`src/rtl/mc_pkg.sv`:
```
// Shared encodings and types for the memory-controller command scheduler.
package mc_pkg;

  localparam int MC_AW = 64;
  localparam int PTR_W = 3;

  localparam logic [1:0] CMD_IDLE = 2'd0;
  localparam logic [1:0] CMD_WR   = 2'd1;
  localparam logic [1:0] CMD_RD   = 2'd2;
  localparam logic [1:0] CMD_RSVD = 2'd3;

  typedef enum logic [1:0] {
    S_RD   = 2'd0,
    S_TURN = 2'd1,
    S_WR   = 2'd2
  } sched_state_e;

  typedef struct packed {
    logic [MC_AW-1:0] addr;
    logic [PTR_W-1:0] ptr;
  } wq_entry_t;

endpackage

```
`src/rtl/mc_cmd_fifo.sv`:
```
// Circular command FIFO with occupancy count; push and pop may occur together.
module mc_cmd_fifo #(
  parameter int WIDTH = 8,
  parameter int DEPTH = 4,
  localparam int PW = (DEPTH > 1) ? $clog2(DEPTH) : 1,
  localparam int CW = $clog2(DEPTH + 1)
) (
  input  logic             clk,
  input  logic             rstn,
  input  logic             push,
  input  logic [WIDTH-1:0] push_data,
  input  logic             pop,
  output logic [WIDTH-1:0] head,
  output logic [CW-1:0]    count,
  output logic             full,
  output logic             empty
);

  logic [WIDTH-1:0] mem_q [DEPTH];
  logic [WIDTH-1:0] mem_d [DEPTH];
  logic [PW-1:0]    wr_ptr_q, wr_ptr_d;
  logic [PW-1:0]    rd_ptr_q, rd_ptr_d;
  logic [CW-1:0]    cnt_q, cnt_d;
  logic             do_push, do_pop;

  function automatic logic [PW-1:0] ptr_inc(input logic [PW-1:0] p);
    return (p == PW'(DEPTH - 1)) ? '0 : p + 1'b1;
  endfunction

  assign full    = (cnt_q == CW'(DEPTH));
  assign empty   = (cnt_q == '0);
  assign count   = cnt_q;
  assign head    = mem_q[rd_ptr_q];
  assign do_push = push && !full;
  assign do_pop  = pop && !empty;

  always_comb begin
    mem_d    = mem_q;
    wr_ptr_d = wr_ptr_q;
    rd_ptr_d = rd_ptr_q;
    cnt_d    = cnt_q;
    if (do_push) begin
      mem_d[wr_ptr_q] = push_data;
      wr_ptr_d        = ptr_inc(wr_ptr_q);
    end
    if (do_pop) begin
      rd_ptr_d = ptr_inc(rd_ptr_q);
    end
    case ({do_push, do_pop})
      2'b10:   cnt_d = cnt_q + 1'b1;
      2'b01:   cnt_d = cnt_q - 1'b1;
      default: cnt_d = cnt_q;
    endcase
  end

  // Storage needs no reset: the count alone decides what is valid.
  always_ff @(posedge clk) begin
    mem_q <= mem_d;
  end

  always_ff @(posedge clk) begin
    if (!rstn) begin
      wr_ptr_q <= '0;
      rd_ptr_q <= '0;
      cnt_q    <= '0;
    end else begin
      wr_ptr_q <= wr_ptr_d;
      rd_ptr_q <= rd_ptr_d;
      cnt_q    <= cnt_d;
    end
  end

endmodule

```
`src/rtl/mc_cmd_sched.sv`:
```
// Read/write command scheduler: read priority, write-drain watermarks,
// bus-turnaround bubbles and WDF slot release after each issued write.
//
// state  | meaning
// S_RD   | issuing reads from the read queue head
// S_TURN | turnaround bubble, dir_q holds the direction being entered
// S_WR   | issuing writes from the write queue head
module mc_cmd_sched
  import mc_pkg::*;
#(
  parameter int AW       = 64,
  parameter int RQ_DEPTH = 4,
  parameter int WQ_DEPTH = 8,
  parameter int WR_HI    = 6,
  parameter int WR_LO    = 2,
  parameter int TURN_CYC = 2
) (
  input  logic          clk,
  input  logic          rstn,
  input  logic          tl_cmd_valid,
  input  logic [1:0]    tl_cmd,
  input  logic [AW-1:0] tl_addr,
  input  logic [2:0]    tl_ptr,
  output logic          tl_cmd_ready,
  output logic          iss_valid,
  output logic [1:0]    iss_cmd,
  output logic [AW-1:0] iss_addr,
  output logic [2:0]    iss_ptr,
  input  logic          iss_ready,
  output logic          wdf_free_valid,
  output logic [2:0]    wdf_free_ptr,
  output logic          cmd_err,
  output logic          sched_mode
);

  localparam int RCW = $clog2(RQ_DEPTH + 1);
  localparam int WCW = $clog2(WQ_DEPTH + 1);
  localparam int TW  = (TURN_CYC > 1) ? $clog2(TURN_CYC) : 1;
  localparam logic [TW-1:0]  TURN_LOAD = TW'((TURN_CYC > 0) ? (TURN_CYC - 1) : 0);
  localparam logic [WCW-1:0] WR_HI_C   = WCW'(WR_HI);
  localparam logic [WCW-1:0] WR_LO_C   = WCW'(WR_LO);

  logic            rq_full, rq_empty, wq_full, wq_empty;
  logic [RCW-1:0]  rq_cnt, rq_post;
  logic [WCW-1:0]  wq_cnt, wq_post;
  logic [AW-1:0]   rq_head;
  wq_entry_t       wq_push_data, wq_head;
  logic            push_rd, push_wr, pop_rd, pop_wr, stall;
  logic            go_turn;
  sched_state_e    tgt;

  sched_state_e    state_q, state_d, dir_q, dir_d;
  logic [TW-1:0]   turn_cnt_q, turn_cnt_d;
  logic            wdf_free_valid_q, wdf_free_valid_d;
  logic [2:0]      wdf_free_ptr_q, wdf_free_ptr_d;
  logic            cmd_err_q, cmd_err_d;

  // Readiness uses registered fullness only, so a same-cycle pop never opens room.
  always_comb begin
    case (tl_cmd)
      CMD_WR:           tl_cmd_ready = !wq_full;
      CMD_RD:           tl_cmd_ready = !rq_full;
      CMD_IDLE, CMD_RSVD: tl_cmd_ready = 1'b1;
      default:          tl_cmd_ready = 1'b1;
    endcase
  end

  assign push_rd = tl_cmd_valid && (tl_cmd == CMD_RD) && !rq_full;
  assign push_wr = tl_cmd_valid && (tl_cmd == CMD_WR) && !wq_full;

  assign wq_push_data.addr = MC_AW'(tl_addr);
  assign wq_push_data.ptr  = tl_ptr;

  mc_cmd_fifo #(.WIDTH(AW), .DEPTH(RQ_DEPTH)) u_rq (
    .clk       (clk),
    .rstn      (rstn),
    .push      (push_rd),
    .push_data (tl_addr),
    .pop       (pop_rd),
    .head      (rq_head),
    .count     (rq_cnt),
    .full      (rq_full),
    .empty     (rq_empty)
  );

  mc_cmd_fifo #(.WIDTH($bits(wq_entry_t)), .DEPTH(WQ_DEPTH)) u_wq (
    .clk       (clk),
    .rstn      (rstn),
    .push      (push_wr),
    .push_data (wq_push_data),
    .pop       (pop_wr),
    .head      (wq_head),
    .count     (wq_cnt),
    .full      (wq_full),
    .empty     (wq_empty)
  );

  assign iss_valid = ((state_q == S_RD) && !rq_empty) || ((state_q == S_WR) && !wq_empty);
  assign stall     = iss_valid && !iss_ready;
  assign pop_rd    = iss_valid && iss_ready && (state_q == S_RD);
  assign pop_wr    = iss_valid && iss_ready && (state_q == S_WR);
  assign rq_post   = rq_cnt - RCW'(pop_rd);
  assign wq_post   = wq_cnt - WCW'(pop_wr);

  always_comb begin
    iss_cmd  = 2'd0;
    iss_addr = '0;
    iss_ptr  = 3'd0;
    if (iss_valid) begin
      if (state_q == S_RD) begin
        iss_cmd  = CMD_RD;
        iss_addr = rq_head;
      end else begin
        iss_cmd  = CMD_WR;
        iss_addr = AW'(wq_head.addr);
        iss_ptr  = wq_head.ptr;
      end
    end
  end

  always_comb begin
    state_d    = state_q;
    dir_d      = dir_q;
    turn_cnt_d = turn_cnt_q;
    go_turn    = 1'b0;
    tgt        = S_RD;
    case (state_q)
      S_RD: begin
        if (!stall && ((wq_post >= WR_HI_C) || ((rq_post == '0) && (wq_post != '0)))) begin
          go_turn = 1'b1;
          tgt     = S_WR;
        end
      end
      S_WR: begin
        if (!stall && (rq_post != '0) && (wq_post <= WR_LO_C)) begin
          go_turn = 1'b1;
          tgt     = S_RD;
        end
      end
      S_TURN: begin
        if (turn_cnt_q == '0) state_d = dir_q;
        else                  turn_cnt_d = turn_cnt_q - 1'b1;
      end
      default: state_d = S_RD;
    endcase
    if (go_turn) begin
      dir_d = tgt;
      if (TURN_CYC == 0) begin
        state_d = tgt;
      end else begin
        state_d    = S_TURN;
        turn_cnt_d = TURN_LOAD;
      end
    end
  end

  assign wdf_free_valid_d = pop_wr;
  assign wdf_free_ptr_d   = pop_wr ? wq_head.ptr : 3'd0;
  assign cmd_err_d        = tl_cmd_valid && (tl_cmd == CMD_RSVD);

  always_ff @(posedge clk) begin
    if (!rstn) begin
      state_q          <= S_RD;
      dir_q            <= S_RD;
      turn_cnt_q       <= '0;
      wdf_free_valid_q <= 1'b0;
      wdf_free_ptr_q   <= 3'd0;
      cmd_err_q        <= 1'b0;
    end else begin
      state_q          <= state_d;
      dir_q            <= dir_d;
      turn_cnt_q       <= turn_cnt_d;
      wdf_free_valid_q <= wdf_free_valid_d;
      wdf_free_ptr_q   <= wdf_free_ptr_d;
      cmd_err_q        <= cmd_err_d;
    end
  end

  assign wdf_free_valid = wdf_free_valid_q;
  assign wdf_free_ptr   = wdf_free_ptr_q;
  assign cmd_err        = cmd_err_q;
  assign sched_mode     = (state_q == S_WR) || ((state_q == S_TURN) && (dir_q == S_WR));

endmodule

```
`config.mk`:
```
export PLATFORM = sky130hd
export DESIGN_NAME = mc_cmd_sched
export DESIGN_NICKNAME = d
export VERILOG_FILES = /design/src/rtl/mc_pkg.sv /design/src/rtl/mc_cmd_fifo.sv /design/src/rtl/mc_cmd_sched.sv
export SDC_FILE = /design/constraint.sdc
export NUM_CORES = 1
export LEC_CHECK = 0
export ABC_AREA = 1
export CORE_ASPECT_RATIO = 1.75
export CORE_MARGIN = 3
export CORE_UTILIZATION = 40
export DETAILED_ROUTE_END_ITERATION = 6
export PLACE_DENSITY = 0.66
export SLEW_MARGIN = 20
export SYNTH_ARGS = -nofsm -noshare
export SYNTH_HDL_FRONTEND = slang
export SYNTH_SLANG_ARGS = --single-unit
```
`constraint.sdc`:
```
create_clock -name clk -period 4.95 [get_ports clk]
set_input_delay 0.7425 -clock clk [delete_from_list [all_inputs] [get_ports clk]]
set_output_delay 0.7425 -clock clk [all_outputs]
set_load 0.02 [all_outputs]
```
==> results of run 1 <==
[sequential cells by signal, summed over array words and instances (netlist names), 2 cells and up]
register,flops
u_wq.count,4
u_rq.count,3
u_rq.wr_ptr_q,2
wdf_free_ptr,3
u_wq.wr_ptr_q,3
u_wq.rd_ptr_q,3
u_wq.mem_q,536
u_rq.rd_ptr_q,2
state_q,2
u_rq.mem_q,256
[power by group]
group	switching [mW]	leakage [nW]	internal, mW
Clock	2.46	1.14	3.18
Combinational	1.00	3.38	0.535
Sequential	0.0434	7.36	7.67
Total	3.50	11.9	11.4
[worst max path at each step]
stage                                  start                      end  slack (ns)
2_1_floorplan                      tl_cmd[1]  u_wq.mem_q[0]$_DFFE_PP_        0.35
3_3_place_gp   u_wq.rd_ptr_q[1]$_SDFFE_PN0P_             iss_addr[12]        1.26
3_5_place_dp   u_wq.rd_ptr_q[1]$_SDFFE_PN0P_              iss_addr[8]        1.27
4_1_cts        u_wq.rd_ptr_q[1]$_SDFFE_PN0P_              iss_addr[8]        0.59
5_1_grt        u_wq.rd_ptr_q[1]$_SDFFE_PN0P_              iss_addr[8]        0.44
6_report       u_wq.rd_ptr_q[1]$_SDFFE_PN0P_              iss_addr[8]        0.60
[cell type report]
cell class,instances,share of cell area [%]
inverter,45,0.490
timing repair buffer,194,5.22
antenna,4,0.0271
clock buffer,87,5.13
sequential,818,65.7
multi-input combinational,1392,18.7
tap,1035,3.50
clock inverter,43,1.22
[placed cells by master, fill, tap and decap left out, drive strengths merged, types with 2 or more instances in the layout]
| master | instances |
|---|---|
| clkinv | 32 |
| diode | 4 |
| o221ai | 43 |
| nand4 | 3 |
| a21oi | 21 |
| dfxtp | 26 |
| bufinv | 8 |
| o21ai | 484 |
| inv | 45 |
| edfxtp | 792 |
| nand3 | 40 |
| clkbuf | 87 |
| clkdlybuf4s50 | 149 |
| nor2 | 492 |
| fa | 2 |
| o22ai | 103 |
| nand2 | 126 |
| ha | 20 |
| buf | 45 |
| clkinvlp | 3 |
| o211ai | 52 |
[per-layer routing]
layer  vias to the layer above  routed length, um
li1                       9169                  -
met1                     10100              31900
met2                       748              40400
met3                       173               5370
met4                         6               2600
met5                         -                 40
[kinds of logic (layout without fill, tap and decap cells)]
family,Yosys count,count (layout),synth area share (%)
adders and majority gates,22,22,0.906
buffers and inverters,204,369,2.89
other,0,4,0
xor gates and xnor gates,2,2,0.0547
DFF,818,818,75.8
and+or+nand+nor,663,663,7.97
AOI/OAI and AO/OA,705,705,12.3
[per-stage QoR]
stage,area (sq um),cells,setup slack [ns],power [mW]
detailed placement,34600,3484,1.27,9.42
CTS,37000,3614,0.591,15.0
global placement,34600,3484,1.26,9.38
floorplan,32000,2414,0.348,8.66
finish,37000,3618,0.604,14.9
global route,37000,3614,0.443,15.4
[critical path: stages, from the launching register on]
cell	delay (ns)
dfxtp_4	0.67
buf_4	0.73
o21ai_0	0.24
o22ai_1	0.26
o21ai_0	0.18
o21ai_1	0.19
clkdlybuf4s50_1	0.63
==> results.cfg, run 1 <==
[grt]
grt_pass1_wl_mm = 121
grt_use_met2_pct = 32.6
grt_pass1_vias = 20200
antenna_found_initial = 5
top_usage_layer = met2
use_met1_pct = 24.2
grt_overflow_total = 0
grt_max_degree = 120
gr-usage-met3_pct = 3.41
grt_use_total_pct = 19.1

[hold_path]
min_from = dir_q[1]$_SDFFE_PN0P_
holdCritPathClass = reg -> reg
min_delay_worst_endpoint = dir_q[1]$_SDFFE_PN0P_
worstHoldPathCells = 2

[synthesis]
ys_seq_area_share_pct = 75.8
yosysWarnings = 0
synth_top_cell_by_area = edfxtp_1
async_flop_share_pct = 0
ys_seq_elements = 818
syn_area_sq_mm = 0.0320
syn-num-nets = 2509
synth.distinct_cells = 28
yosys.cell_count.top_type = edfxtp_1
netlist.area_leader.share_pct = 74.2
syn_inst = 2414
synth_flop_cell = edfxtp_1
synth-edff-count = 792
ys_top_cells_by_count = edfxtp_1, nor2_1, o21ai_0
yosys-top-cells-area = edfxtp_1, o21ai_0, nor2_1
avgSynthCellArea_sq_um = 13.3

[finish]
final_nets = 2618
fin_util_pct = 46.9
area_growth_pct = 15.5
drive_gt1_share_pct = 6.59
nFillCells = 6865
multi_input_area_sq_mm = 0.00691
regArea_sq_mm = 0.0243

[timing]
max_freq_ghz = 0.230
tightestPinTransition_ns = 1.05
fin_worst_skew_ns = 0.0149
slew_viol_final = 0
setup_viol_count_final = 0
fin_crit_sh_pct = 87.8
finalSetupTns_ns = 0
rsz0062_at_grt = false
finalHoldViolations = 0
relSlewSlack_pct = 30.3
hold-worst-slack_ns = 0.478
finalCriticalPeriod_ns = 4.35

[cts]
cts_resized = 0
h-tree-depth = 3
cts_setup_buffers = 0
clockBufferDepth = 3
cts_sinks = 818
clock_latency_ns = 0.62
cts_tree = done
cts_root_buffer = clkbuf_16
cts_inserted_buffers = 72
clk_pin_slew_ns = 0.07
holdBufCountCts = 0

[route]
viasPerCell = 5.57
drt_iter0_drc = 2007
routed_wl_mm = 80.3
drc_errors = 0
wire_per_inst_um = 22.2
dr.pass1.iters = 5
vias = 20200
antenna_left = 0

[critical_path]
r2r_end = u_wq.count[3]$_SDFFE_PN0P_
reg2reg_setup_slack_ns = 2.02
critPathMaxFanout = 75
worst_r2r_path_depth = 14
start_kind = flop
crit_required_ns = 4.21
worstReg2RegStart = u_wq.count[1]$_SDFFE_PN0P_
worstSetupPathType = reg -> out
cp-end-kind = primary output
crit_arrival_ns = 3.60

[power_and_ir_drop]
power_density_mw_per_mm2 = 402
irDropWorstVdd_v = 0.000284
power.leakage_nw = 11.9

[floorplanning]
start_util_pct = 40.6
die_y_um = 380
coreArea_sq_mm = 0.0790
num_rows = 136
chipWidth_um = 220
fp.dieArea_sq_mm = 0.0837
io_pins = 150

[place]
port_buffers = 149
place.gp.congestion = 0.779
post-dp-hpwl_mm = 44.6

[run]
maxCapViolCount = 0

[status]
status = complete, no violations
(Power assumes the default switching activity.)
==> inputs of run 2 (changes only) <==
Settings changed: CORE_ASPECT_RATIO 1.75 to default.
==> run 2 against run 1 <==
Against the previous run: core utilization increased by 0.47 points; flip-flop and latch count unchanged; worst hold slack improved by 0.031 ns; critical path depth unchanged; global-route usage increased by 0.33 points; critical path type unchanged; die area decreased by 0.16%; maximum frequency increased by 3.3%; final area increased by 1.2%; clock-buffer cell count increased by 13.
==> results.cfg, run 2 (synthesis gave the netlist of run 1 again) <==
[hold_path]
holdCritPathClass = reg -> reg
min_delay_worst_endpoint = dir_q[1]$_SDFFE_PN0P_
min_from = dir_q[1]$_SDFFE_PN0P_
worstHoldPathCells = 2

[cts]
holdBufCountCts = 0
cts_sinks = 818
h-tree-depth = 3
cts_resized = 0
cts_setup_buffers = 0
clockBufferDepth = 3
cts_root_buffer = clkbuf_16
clock_latency_ns = 0.62
cts_inserted_buffers = 78
clk_pin_slew_ns = 0.06
cts_tree = done

[route]
dr.pass1.iters = 5
viasPerCell = 5.59
wire_per_inst_um = 22.5
drc_errors = 0
drt_iter0_drc = 1953
routed_wl_mm = 81.9
antenna_left = 0
vias = 20400

[floorplanning]
coreArea_sq_mm = 0.0791
fp.dieArea_sq_mm = 0.0835
start_util_pct = 40.5
num_rows = 103
chipWidth_um = 289
die_y_um = 289
io_pins = 150

[grt]
grt_pass1_wl_mm = 123
grt_pass1_vias = 20300
grt_use_total_pct = 19.4
grt_max_degree = 209
grt_overflow_total = 0
antenna_found_initial = 13

[timing]
fin_worst_skew_ns = 0.0280
finalHoldViolations = 0
setup_viol_count_final = 0
hold-worst-slack_ns = 0.508
slew_viol_final = 0
max_freq_ghz = 0.238
rsz0062_at_grt = false
relSlewSlack_pct = 37.4
tightestPinTransition_ns = 0.939
fin_crit_sh_pct = 85.0
finalCriticalPeriod_ns = 4.21
finalSetupTns_ns = 0

[critical_path]
worstSetupPathType = reg -> out
worstReg2RegStart = u_wq.count[1]$_SDFFE_PN0P_
crit_start = u_wq.rd_ptr_q[1]$_SDFFE_PN0P_
crit_arrival_ns = 3.47
worst_r2r_path_depth = 14
start_kind = flop
cp-end-kind = primary output
crit_required_ns = 4.21
reg2reg_setup_slack_ns = 2.09
critPathMaxFanout = 54
r2r_end = u_wq.count[3]$_SDFFE_PN0P_

[finish]
largest_register_ffs = 536
final_nets = 2620
final_common_cell = edfxtp_1
multi_input_area_sq_mm = 0.00691
regArea_sq_mm = 0.0243
drive_gt1_share_pct = 6.96
nFillCells = 6747
mostFrequentLayoutCells = edfxtp_1, nor2_1, o21ai_0, clkdlybuf4s50_1, nand2_1
regMostFlops = u_wq.mem_q
area_growth_pct = 16.9

[status]
status = complete, no violations

[power_and_ir_drop]
power.leakage_nw = 12.0
irDropWorstVdd_v = 0.000229
power_density_mw_per_mm2 = 413

[place]
port_buffers = 149
post-dp-hpwl_mm = 43.0
place.gp.congestion = 0.760

[run]
maxCapViolCount = 0
## run 2: changes by cell type in the layout (fill, tap and decap cells not counted), moves of 2 or more
cell       previous run  this run
clkbuf_1             12        16
bufinv_16             8        12
clkbuf_16            73        82
buf_12                8        20
diode_2               4         7
clkinv_2             12        15
clkinv_1             18        11
inv_2                 1         3
buf_4                37        21
## run 2: critical path, cell delays in order, from the launching register on
cell and delay (ns):
dfxtp_4 0.63, buf_4 0.56, o21ai_0 0.22, o211ai_1 0.24
o21ai_0 0.15, o21ai_1 0.34, clkdlybuf4s50_1 0.68
## run 2: worst max path at each step
stage,cells after the start,to,slack [ns]
floorplan,6,u_wq.mem_q[0]$_DFFE_PP_,0.35
global placement,8,u_wq.mem_q[8]$_DFFE_PP_,1.40
detailed placement,7,u_wq.mem_q[163]$_DFFE_PP_,1.37
CTS,6,iss_addr[37],0.69
global route,6,iss_addr[37],0.57
finish,6,iss_addr[37],0.74
## run 2: final cells by class
| type | instances | share of cell area, % |
|---|---|---|
| multi-input cells | 1392 | 18.4 |
| clock inverters | 42 | 1.39 |
| well taps | 1050 | 3.51 |
| diodes | 7 | 0.0468 |
| repair buffers | 190 | 5.47 |
| clock buffers | 100 | 5.71 |
| flip-flops and latches | 818 | 64.9 |
| inverters | 45 | 0.478 |
## run 2: metal layers
layer  up-vias  share of wire, %  track usage [%]
li1       9184                 -                -
met1     10200                42             26.3
met2       826                48             31.1
met3       153               7.8             3.88
met4        12               2.7             7.20
met5         -              0.11                0
## run 2: power breakdown
group	switching, mW	internal, mW
combinational	1.06	0.544
clock	2.48	3.69
sequential	0.0411	7.67
## run 2: stage by stage
step	total power [mW]	utilization (%)	worst slack [ns]	std cells	instance area, sq um
floorplan	8.66	-	0.348	2414	32000
global placement	9.42	43.9	1.40	3495	34800
detailed placement	9.47	43.9	1.37	3495	34800
CTS	15.6	47.3	0.692	3637	37400
global route	16.0	47.3	0.567	3641	37400
finish	15.5	47.3	0.741	3644	37400
